--- config.mk ---
export PLATFORM = sky130hd
export DESIGN_NAME = pipeline_hazard_ctrl_flat
export DESIGN_NICKNAME = d
export VERILOG_FILES = /design/src/rtl/pipe_ctrl_pkg.sv /design/src/rtl/pipeline_hazard_ctrl_if.sv /design/src/rtl/ctrl_cycle_counter.sv /design/src/rtl/pipeline_hazard_ctrl.sv /design/src/flat_wrapper.sv
export SDC_FILE = /design/constraint.sdc
export NUM_CORES = 1
export LEC_CHECK = 0
export ABC_CLOCK_PERIOD_IN_PS = 5800
export BUFFER_PORTS_ARGS = -buffer_cell sky130_fd_sc_hd__buf_2
export CORE_MARGIN = 2
export CORE_UTILIZATION = 45
export DETAILED_ROUTE_END_ITERATION = 12
export PLACE_DENSITY = 0.74
export SYNTH_ARGS = -nofsm -noshare
export SYNTH_HDL_FRONTEND = slang
export SYNTH_SLANG_ARGS = --single-unit
--- constraint.sdc ---
create_clock -name clk -period 5.8 [get_ports clk]
set_clock_uncertainty 0.05 [all_clocks]
set_input_delay 1.16 -clock clk [delete_from_list [all_inputs] [get_ports clk]]
set_output_delay 1.16 -clock clk [all_outputs]
set_load 0.05 [all_outputs]
--- src/rtl/pipe_ctrl_pkg.sv ---
// Shared encodings for the pipeline stall/flush sequencer: FSM states,
// stage bit positions, default timing constants and a stage-mask helper.
package pipe_ctrl_pkg;

  typedef enum logic [1:0] {
    IDLE      = 2'd0,
    DIV_WAIT  = 2'd1,
    MEM_WAIT  = 2'd2,
    EXC_FLUSH = 2'd3
  } state_t;

  localparam int STG_F = 0;
  localparam int STG_D = 1;
  localparam int STG_E = 2;
  localparam int STG_M = 3;
  localparam int STG_W = 4;

  localparam int DEF_DIV_CYCLES  = 32;
  localparam int DEF_MEM_TIMEOUT = 255;
  localparam int DEF_CW          = 8;

  // Contiguous run of stage bits, first..last inclusive
  function automatic logic [4:0] stages(input int first, input int last);
    logic [4:0] m;
    m = '0;
    for (int i = 0; i < 5; i++)
      if (i >= first && i <= last) m[i] = 1'b1;
    return m;
  endfunction

endpackage

--- src/rtl/pipeline_hazard_ctrl_if.sv ---
// Hazard inputs from the pipeline and stall/flush/pulse outputs back to the
// stage register banks.
interface pipeline_hazard_ctrl_if;
  logic [4:0] rsD, rtD, rtE;
  logic       memtoregE, pcsrcD, divE, memreqM, dmem_ready, exceptionM;
  logic [4:0] stall, flush;
  logic       pc_redirect, bus_error, div_done;

  modport master (
    output rsD, rtD, rtE, memtoregE, pcsrcD, divE, memreqM, dmem_ready, exceptionM,
    input  stall, flush, pc_redirect, bus_error, div_done
  );

  modport slave (
    input  rsD, rtD, rtE, memtoregE, pcsrcD, divE, memreqM, dmem_ready, exceptionM,
    output stall, flush, pc_redirect, bus_error, div_done
  );
endinterface

--- src/rtl/ctrl_cycle_counter.sv ---
// Saturating up-counter with clear > load > increment priority.
module ctrl_cycle_counter #(
  parameter int CW = 8
) (
  input  logic          clk,
  input  logic          rst,
  input  logic          clr,
  input  logic          inc,
  input  logic          load,
  input  logic [CW-1:0] din,
  output logic [CW-1:0] q
);

  always_ff @(posedge clk or posedge rst) begin
    if (rst)                  q <= '0;
    else if (clr)             q <= '0;
    else if (load)            q <= din;
    else if (inc && q != '1)  q <= q + CW'(1);
  end

endmodule

--- src/rtl/pipeline_hazard_ctrl.sv ---
// Stall/flush sequencer for the 5-stage pipeline: combinational load-use and
// branch handling plus an FSM for divide, memory wait and exception flush.
//
// state     | meaning
// IDLE      | no multi-cycle hazard; load-use / branch resolved combinationally
// DIV_WAIT  | divide occupying E; F,D,E held, bubble into M
// MEM_WAIT  | data memory wait; F..M held, bubble into W
// EXC_FLUSH | one-cycle flush of D..W with PC redirect to exception vector
module pipeline_hazard_ctrl
  import pipe_ctrl_pkg::*;
#(
  parameter int DIV_CYCLES  = DEF_DIV_CYCLES,
  parameter int MEM_TIMEOUT = DEF_MEM_TIMEOUT,
  parameter int CW          = DEF_CW
) (
  input logic                  clk,
  input logic                  rst,
  pipeline_hazard_ctrl_if.slave hz
);

  localparam logic [CW-1:0] DIV_LAST = CW'(DIV_CYCLES - 1);
  localparam logic [CW-1:0] MEM_LIM  = CW'(MEM_TIMEOUT);
  localparam logic [CW-1:0] ONE      = CW'(1);

  state_t        state, state_nx;
  logic [CW-1:0] cnt, div_cnt, cnt_din;
  logic          cnt_clr, cnt_inc, cnt_load, dcnt_clr, dcnt_load;
  logic [4:0]    stall_c, flush_c;
  logic          pcr_c, be_c, dd_c;
  logic          load_use, mem_stall, timeout;

  assign load_use  = hz.memtoregE && (hz.rtE != '0) &&
                     ((hz.rtE == hz.rsD) || (hz.rtE == hz.rtD));
  assign mem_stall = hz.memreqM && !hz.dmem_ready;
  assign timeout   = (state == MEM_WAIT) && !hz.dmem_ready && (cnt == MEM_LIM);

  ctrl_cycle_counter #(.CW(CW)) u_wait_cnt (
    .clk(clk), .rst(rst), .clr(cnt_clr), .inc(cnt_inc), .load(cnt_load),
    .din(cnt_din), .q(cnt)
  );

  // Holds divide progress while a memory wait pre-empts it; nonzero means a divide is pending
  ctrl_cycle_counter #(.CW(CW)) u_div_cnt (
    .clk(clk), .rst(rst), .clr(dcnt_clr), .inc(1'b0), .load(dcnt_load),
    .din(cnt), .q(div_cnt)
  );

  always_ff @(posedge clk or posedge rst) begin
    if (rst) state <= IDLE;
    else     state <= state_nx;
  end

  always_comb begin
    state_nx  = state;
    stall_c   = '0;
    flush_c   = '0;
    pcr_c     = 1'b0;
    be_c      = 1'b0;
    dd_c      = 1'b0;
    cnt_clr   = 1'b0;
    cnt_inc   = 1'b0;
    cnt_load  = 1'b0;
    cnt_din   = ONE;
    dcnt_clr  = 1'b0;
    dcnt_load = 1'b0;
    case (state)
      EXC_FLUSH: begin
        flush_c  = stages(STG_D, STG_W);
        pcr_c    = 1'b1;
        cnt_clr  = 1'b1;
        dcnt_clr = 1'b1;
        state_nx = IDLE;
      end
      default: begin
        if (hz.exceptionM || timeout) begin
          stall_c  = stages(STG_F, STG_E);
          flush_c  = stages(STG_M, STG_W);
          be_c     = timeout;
          cnt_clr  = 1'b1;
          dcnt_clr = 1'b1;
          state_nx = EXC_FLUSH;
        end else if (state == MEM_WAIT) begin
          if (hz.dmem_ready) begin
            cnt_load = 1'b1;
            cnt_din  = div_cnt;
            dcnt_clr = 1'b1;
            if (div_cnt != '0) begin
              // divide still sits in E: keep holding it through the hand-back
              stall_c  = stages(STG_F, STG_E);
              flush_c  = stages(STG_M, STG_M);
              state_nx = DIV_WAIT;
            end else begin
              state_nx = IDLE;
            end
          end else begin
            stall_c = stages(STG_F, STG_M);
            flush_c = stages(STG_W, STG_W);
            cnt_inc = 1'b1;
          end
        end else if (mem_stall) begin
          stall_c   = stages(STG_F, STG_M);
          flush_c   = stages(STG_W, STG_W);
          cnt_load  = 1'b1;
          dcnt_load = (state == DIV_WAIT);
          state_nx  = MEM_WAIT;
        end else if (state == DIV_WAIT || hz.divE) begin
          if (state == DIV_WAIT && cnt == DIV_LAST) begin
            dd_c     = 1'b1;
            cnt_clr  = 1'b1;
            state_nx = IDLE;
          end else begin
            stall_c  = stages(STG_F, STG_E);
            flush_c  = stages(STG_M, STG_M);
            cnt_load = (state == IDLE);
            cnt_inc  = (state == DIV_WAIT);
            state_nx = DIV_WAIT;
          end
        end else if (load_use) begin
          stall_c = stages(STG_F, STG_D);
          flush_c = stages(STG_E, STG_E);
        end else if (hz.pcsrcD) begin
          flush_c = stages(STG_D, STG_D);
        end
      end
    endcase
  end

  assign hz.stall       = rst ? '0 : stall_c;
  assign hz.flush       = rst ? '0 : flush_c;
  assign hz.pc_redirect = !rst && pcr_c;
  assign hz.bus_error   = !rst && be_c;
  assign hz.div_done    = !rst && dd_c;

endmodule

--- src/flat_wrapper.sv ---
// flat-port wrapper written by rule: the top's interface ports become plain ports
module pipeline_hazard_ctrl_flat import pipe_ctrl_pkg::*;
#(
  parameter int DIV_CYCLES  = DEF_DIV_CYCLES,
  parameter int MEM_TIMEOUT = DEF_MEM_TIMEOUT,
  parameter int CW          = DEF_CW
)
  (clk, rst, hz_rsD, hz_rtD, hz_rtE, hz_memtoregE, hz_pcsrcD, hz_divE, hz_memreqM, hz_dmem_ready, hz_exceptionM, hz_stall, hz_flush, hz_pc_redirect, hz_bus_error, hz_div_done);
  pipeline_hazard_ctrl_if hz_i ();
  input logic clk;
  input logic rst;
  input wire logic [$bits(hz_i.rsD)-1:0] hz_rsD;
  input wire logic [$bits(hz_i.rtD)-1:0] hz_rtD;
  input wire logic [$bits(hz_i.rtE)-1:0] hz_rtE;
  input wire logic [$bits(hz_i.memtoregE)-1:0] hz_memtoregE;
  input wire logic [$bits(hz_i.pcsrcD)-1:0] hz_pcsrcD;
  input wire logic [$bits(hz_i.divE)-1:0] hz_divE;
  input wire logic [$bits(hz_i.memreqM)-1:0] hz_memreqM;
  input wire logic [$bits(hz_i.dmem_ready)-1:0] hz_dmem_ready;
  input wire logic [$bits(hz_i.exceptionM)-1:0] hz_exceptionM;
  output wire logic [$bits(hz_i.stall)-1:0] hz_stall;
  output wire logic [$bits(hz_i.flush)-1:0] hz_flush;
  output wire logic [$bits(hz_i.pc_redirect)-1:0] hz_pc_redirect;
  output wire logic [$bits(hz_i.bus_error)-1:0] hz_bus_error;
  output wire logic [$bits(hz_i.div_done)-1:0] hz_div_done;
  assign hz_i.rsD = hz_rsD;
  assign hz_i.rtD = hz_rtD;
  assign hz_i.rtE = hz_rtE;
  assign hz_i.memtoregE = hz_memtoregE;
  assign hz_i.pcsrcD = hz_pcsrcD;
  assign hz_i.divE = hz_divE;
  assign hz_i.memreqM = hz_memreqM;
  assign hz_i.dmem_ready = hz_dmem_ready;
  assign hz_i.exceptionM = hz_exceptionM;
  assign hz_stall = hz_i.stall;
  assign hz_flush = hz_i.flush;
  assign hz_pc_redirect = hz_i.pc_redirect;
  assign hz_bus_error = hz_i.bus_error;
  assign hz_div_done = hz_i.div_done;
  pipeline_hazard_ctrl #(.DIV_CYCLES(DIV_CYCLES), .MEM_TIMEOUT(MEM_TIMEOUT), .CW(CW)) u_core (.clk(clk), .rst(rst), .hz(hz_i));
endmodule
==> run summary <==
outcome: completed
Mapped Cells: 192
net total in the final layout: 244
vias in the first global route: 1285
Placement Setup Slack: 1970 ps
CTS Hold Bufs: 0
Synth Area in Simple Gates: 25.6%
Post-Route Setup TNS: 0 ps
Yosys warnings: 0
fin. max-slew vios: 0
min-delay worst type: flop to flop
layout cells sized above 1: 20.2%
Post-synth ARST share: 100%
WS Path Type: input pin to primary output
final WL: 3750 µm
kind of cell adding the most delay to the critical path: compound AO/OA/AOI/OAI gates
initial antenna violation count: 0
final setup fails: 0
CTS tree: built
final worst slack: 1930 ps
crit-path max FO: 11
Synth-to-Final Area Change: 12.3%
die height: 61.9 µm
post-synthesis mux area share: 0.664%
main combinational cell family by area after synthesis: compound AO/OA/AOI/OAI gates
clock tree sinks: 18
minimum clock period: 3870 ps
Worst-path clk slew: 90 ps
Critical Path Source Type: input pin
Seq/Total Area, Yosys: 29.9%
Most common cell on crit path: buf_2
setup repair bufs after CTS: 0
period utilization: 66.7%
Max clock buf depth: 2
Mapped Area: 1510 µm²
fin util: 51.5%
# port buffers: 33
row cnt: 21
DR WL/cell: 14.2 µm
antenna cells: 0
CTS buffer count: 3
Netlist cell types: 49
CTS root buf: clkbuf_4
GRT overflow: 0
Die ar.: 3830 µm²
Worst VDD drop: 0.000131 V
Initial Util: 45.9%
Synth Area in XOR/XNOR: 5.81%
post-route cell area: 1690 µm²
pwr/cell area: 261 nW/µm²
RSZ-0062 raised after global routing: false
post-synthesis adder-cell area fraction: 0.831%
Top-Level Pins: 36
Crit. End Element: primary output
Core Region: 3280 µm²
Tightest Pin Transition: 780 ps
Synth Register Bits: 18
Final HPWL DP: 2900 µm
post-CTS resize count: 0
initial drt markers: 147
ys flop type: dfrtp_1
Overall Global Routing Usage: 20.2%
MaxCap Viol Count: 0
Reg2Reg Depth: 5
final hold vios: 0
drt drc: 0
CP max-delay cell: a2111oi_0
TritonRoute pass-1 iters: 4
Worst EP arrival: 2660 ps
antenna viol nets, final: 0
commonest cells after routing, fill and taps aside: 33 x buf_2, 30 x nand2_1, 20 x a21oi_1
leak pwr: 0.717 nW
hold path depth: 2
Die Wd: 61.9 µm
Via Count: 1563
first-pass GRT wire length: 5840 µm
Placed Area: 1670 µm²
Max Freq: 259 MHz
number of synthesized flops with an enable pin: 0
mean number of vias per cell: 5.92
pin count of the biggest net entering global routing: 20
CP max stage delay: 540 ps
Crit path depth: 6
Bufs and invs on worst path: 2
CTS H-tree depth: 1
RD Place Congestion: 0.946
Skew-Pair Late Insertion Delay: 280 ps
post-synthesis compound-gate area fraction: 31.5%
Avg Cell Area, Syn: 7.85 µm²
Rel. slew slack: 47.4%
crit-path cells: buf_2, nand2b_1, nand2_1, a2111oi_0, o32ai_1, buf_2
CP required: 4590 ps
Pwr Total: 0.441 mW
commonest non-fill, non-tap cell in the layout: buf_2
==> Yosys cell counts (all sizes together), types with 2 or more instances <==
cell type / number / area share (%)
o211a: 2 / 1.3
a211oi: 2 / 1.0
nor2b: 3 / 1.2
clkbuf: 4 / 1.0
nand2b: 4 / 1.7
xor2: 4 / 2.3
nor2: 8 / 2.5
and4: 2 / 1.2
o32ai: 2 / 1.7
xnor2: 6 / 3.5
dfrtp: 18 / 30
buf: 7 / 3.2
o21a: 3 / 1.5
o21ai: 11 / 3.7
nand3: 7 / 2.3
a31o: 3 / 1.7
nor3: 7 / 2.3
a31oi: 4 / 1.7
inv: 5 / 1.2
o31ai: 3 / 2.4
a21oi: 20 / 6.6
o221ai: 3 / 1.7
nand2: 30 / 7.5
o22ai: 4 / 1.7
or4: 3 / 1.5
and2: 2 / 0.83
a21o: 5 / 2.5
nor4: 4 / 1.7
==> worst reg2reg max path: stages, from the launching register on <==
cell and delay, ps:
dfrtp_1 700, or3b_4 490, o31ai_4 410, nor2_4 130, o41ai_1 320, nor3_1 90
==> registers in the layout (all words and copies together) (netlist names) <==
name	count
u_core.u_div_cnt.q	8
u_core.u_wait_cnt.q	8
u_core.state	2
==> per-stage QoR <==
| stage | hold WS [ps] | std cells |
|---|---|---|
| floorplan | 468 | 193 |
| global placement | 488 | 261 |
| detailed placement | 495 | 261 |
| CTS | 508 | 264 |
| global route | 530 | 264 |
| finish | 502 | 264 |
==> cell type report <==
type / instances / area, µm²
Fill cell: 316 / 1590
Inverter: 5 / 18.8
Sequential cell: 18 / 450
Tap cell: 46 / 57.6
Timing Repair Buffer: 33 / 165
Multi-Input combinational cell: 159 / 977
Clock buffer: 3 / 22.5
==> cells by family after synthesis <==
logic type | count (synthesis)
AOI/OAI and AO/OA | 69
and+or+nand+nor | 76
muxes | 1
DFF | 18
adders and majority gates | 1
xor gates and xnor gates | 10
buffers and inverters | 16
other | 1
==> metal layers <==
| layer | track usage (%) | up-vias | share of wire, % |
|---|---|---|---|
| met5 | 0 | - | 0 |
| li1 | - | 767 | - |
| met1 | 28.2 | 741 | 47 |
| met3 | 1.86 | 6 | 4.5 |
| met2 | 33.2 | 49 | 47 |
| met4 | 6.38 | 0 | 1.6 |
==> where the power goes <==
part	switching [mW]	total [mW]	internal [mW]
registers	0.0295	0.166	0.136
clock network	0.0338	0.0579	0.0241
logic	0.144	0.217	0.0731
total	0.207	0.441	0.234
==> final timing paths <==
path	end	from	slack, ps
setup / recovery	hz_stall[1]	hz_dmem_ready	1930
hold / removal	u_core.u_div_cnt.q[7]	u_core.u_div_cnt.q[7]	500
max in group asynchronous	u_core.u_wait_cnt.q[4]	rst	4240
setup reg to reg	u_core.u_wait_cnt.q[7]	u_core.state[1]	3450
hold reg to reg	u_core.u_div_cnt.q[7]	u_core.u_div_cnt.q[7]	500
min in group asynchronous	u_core.state[0]	rst	1010
No activity file was read; power rests on OpenSTA's default activity.
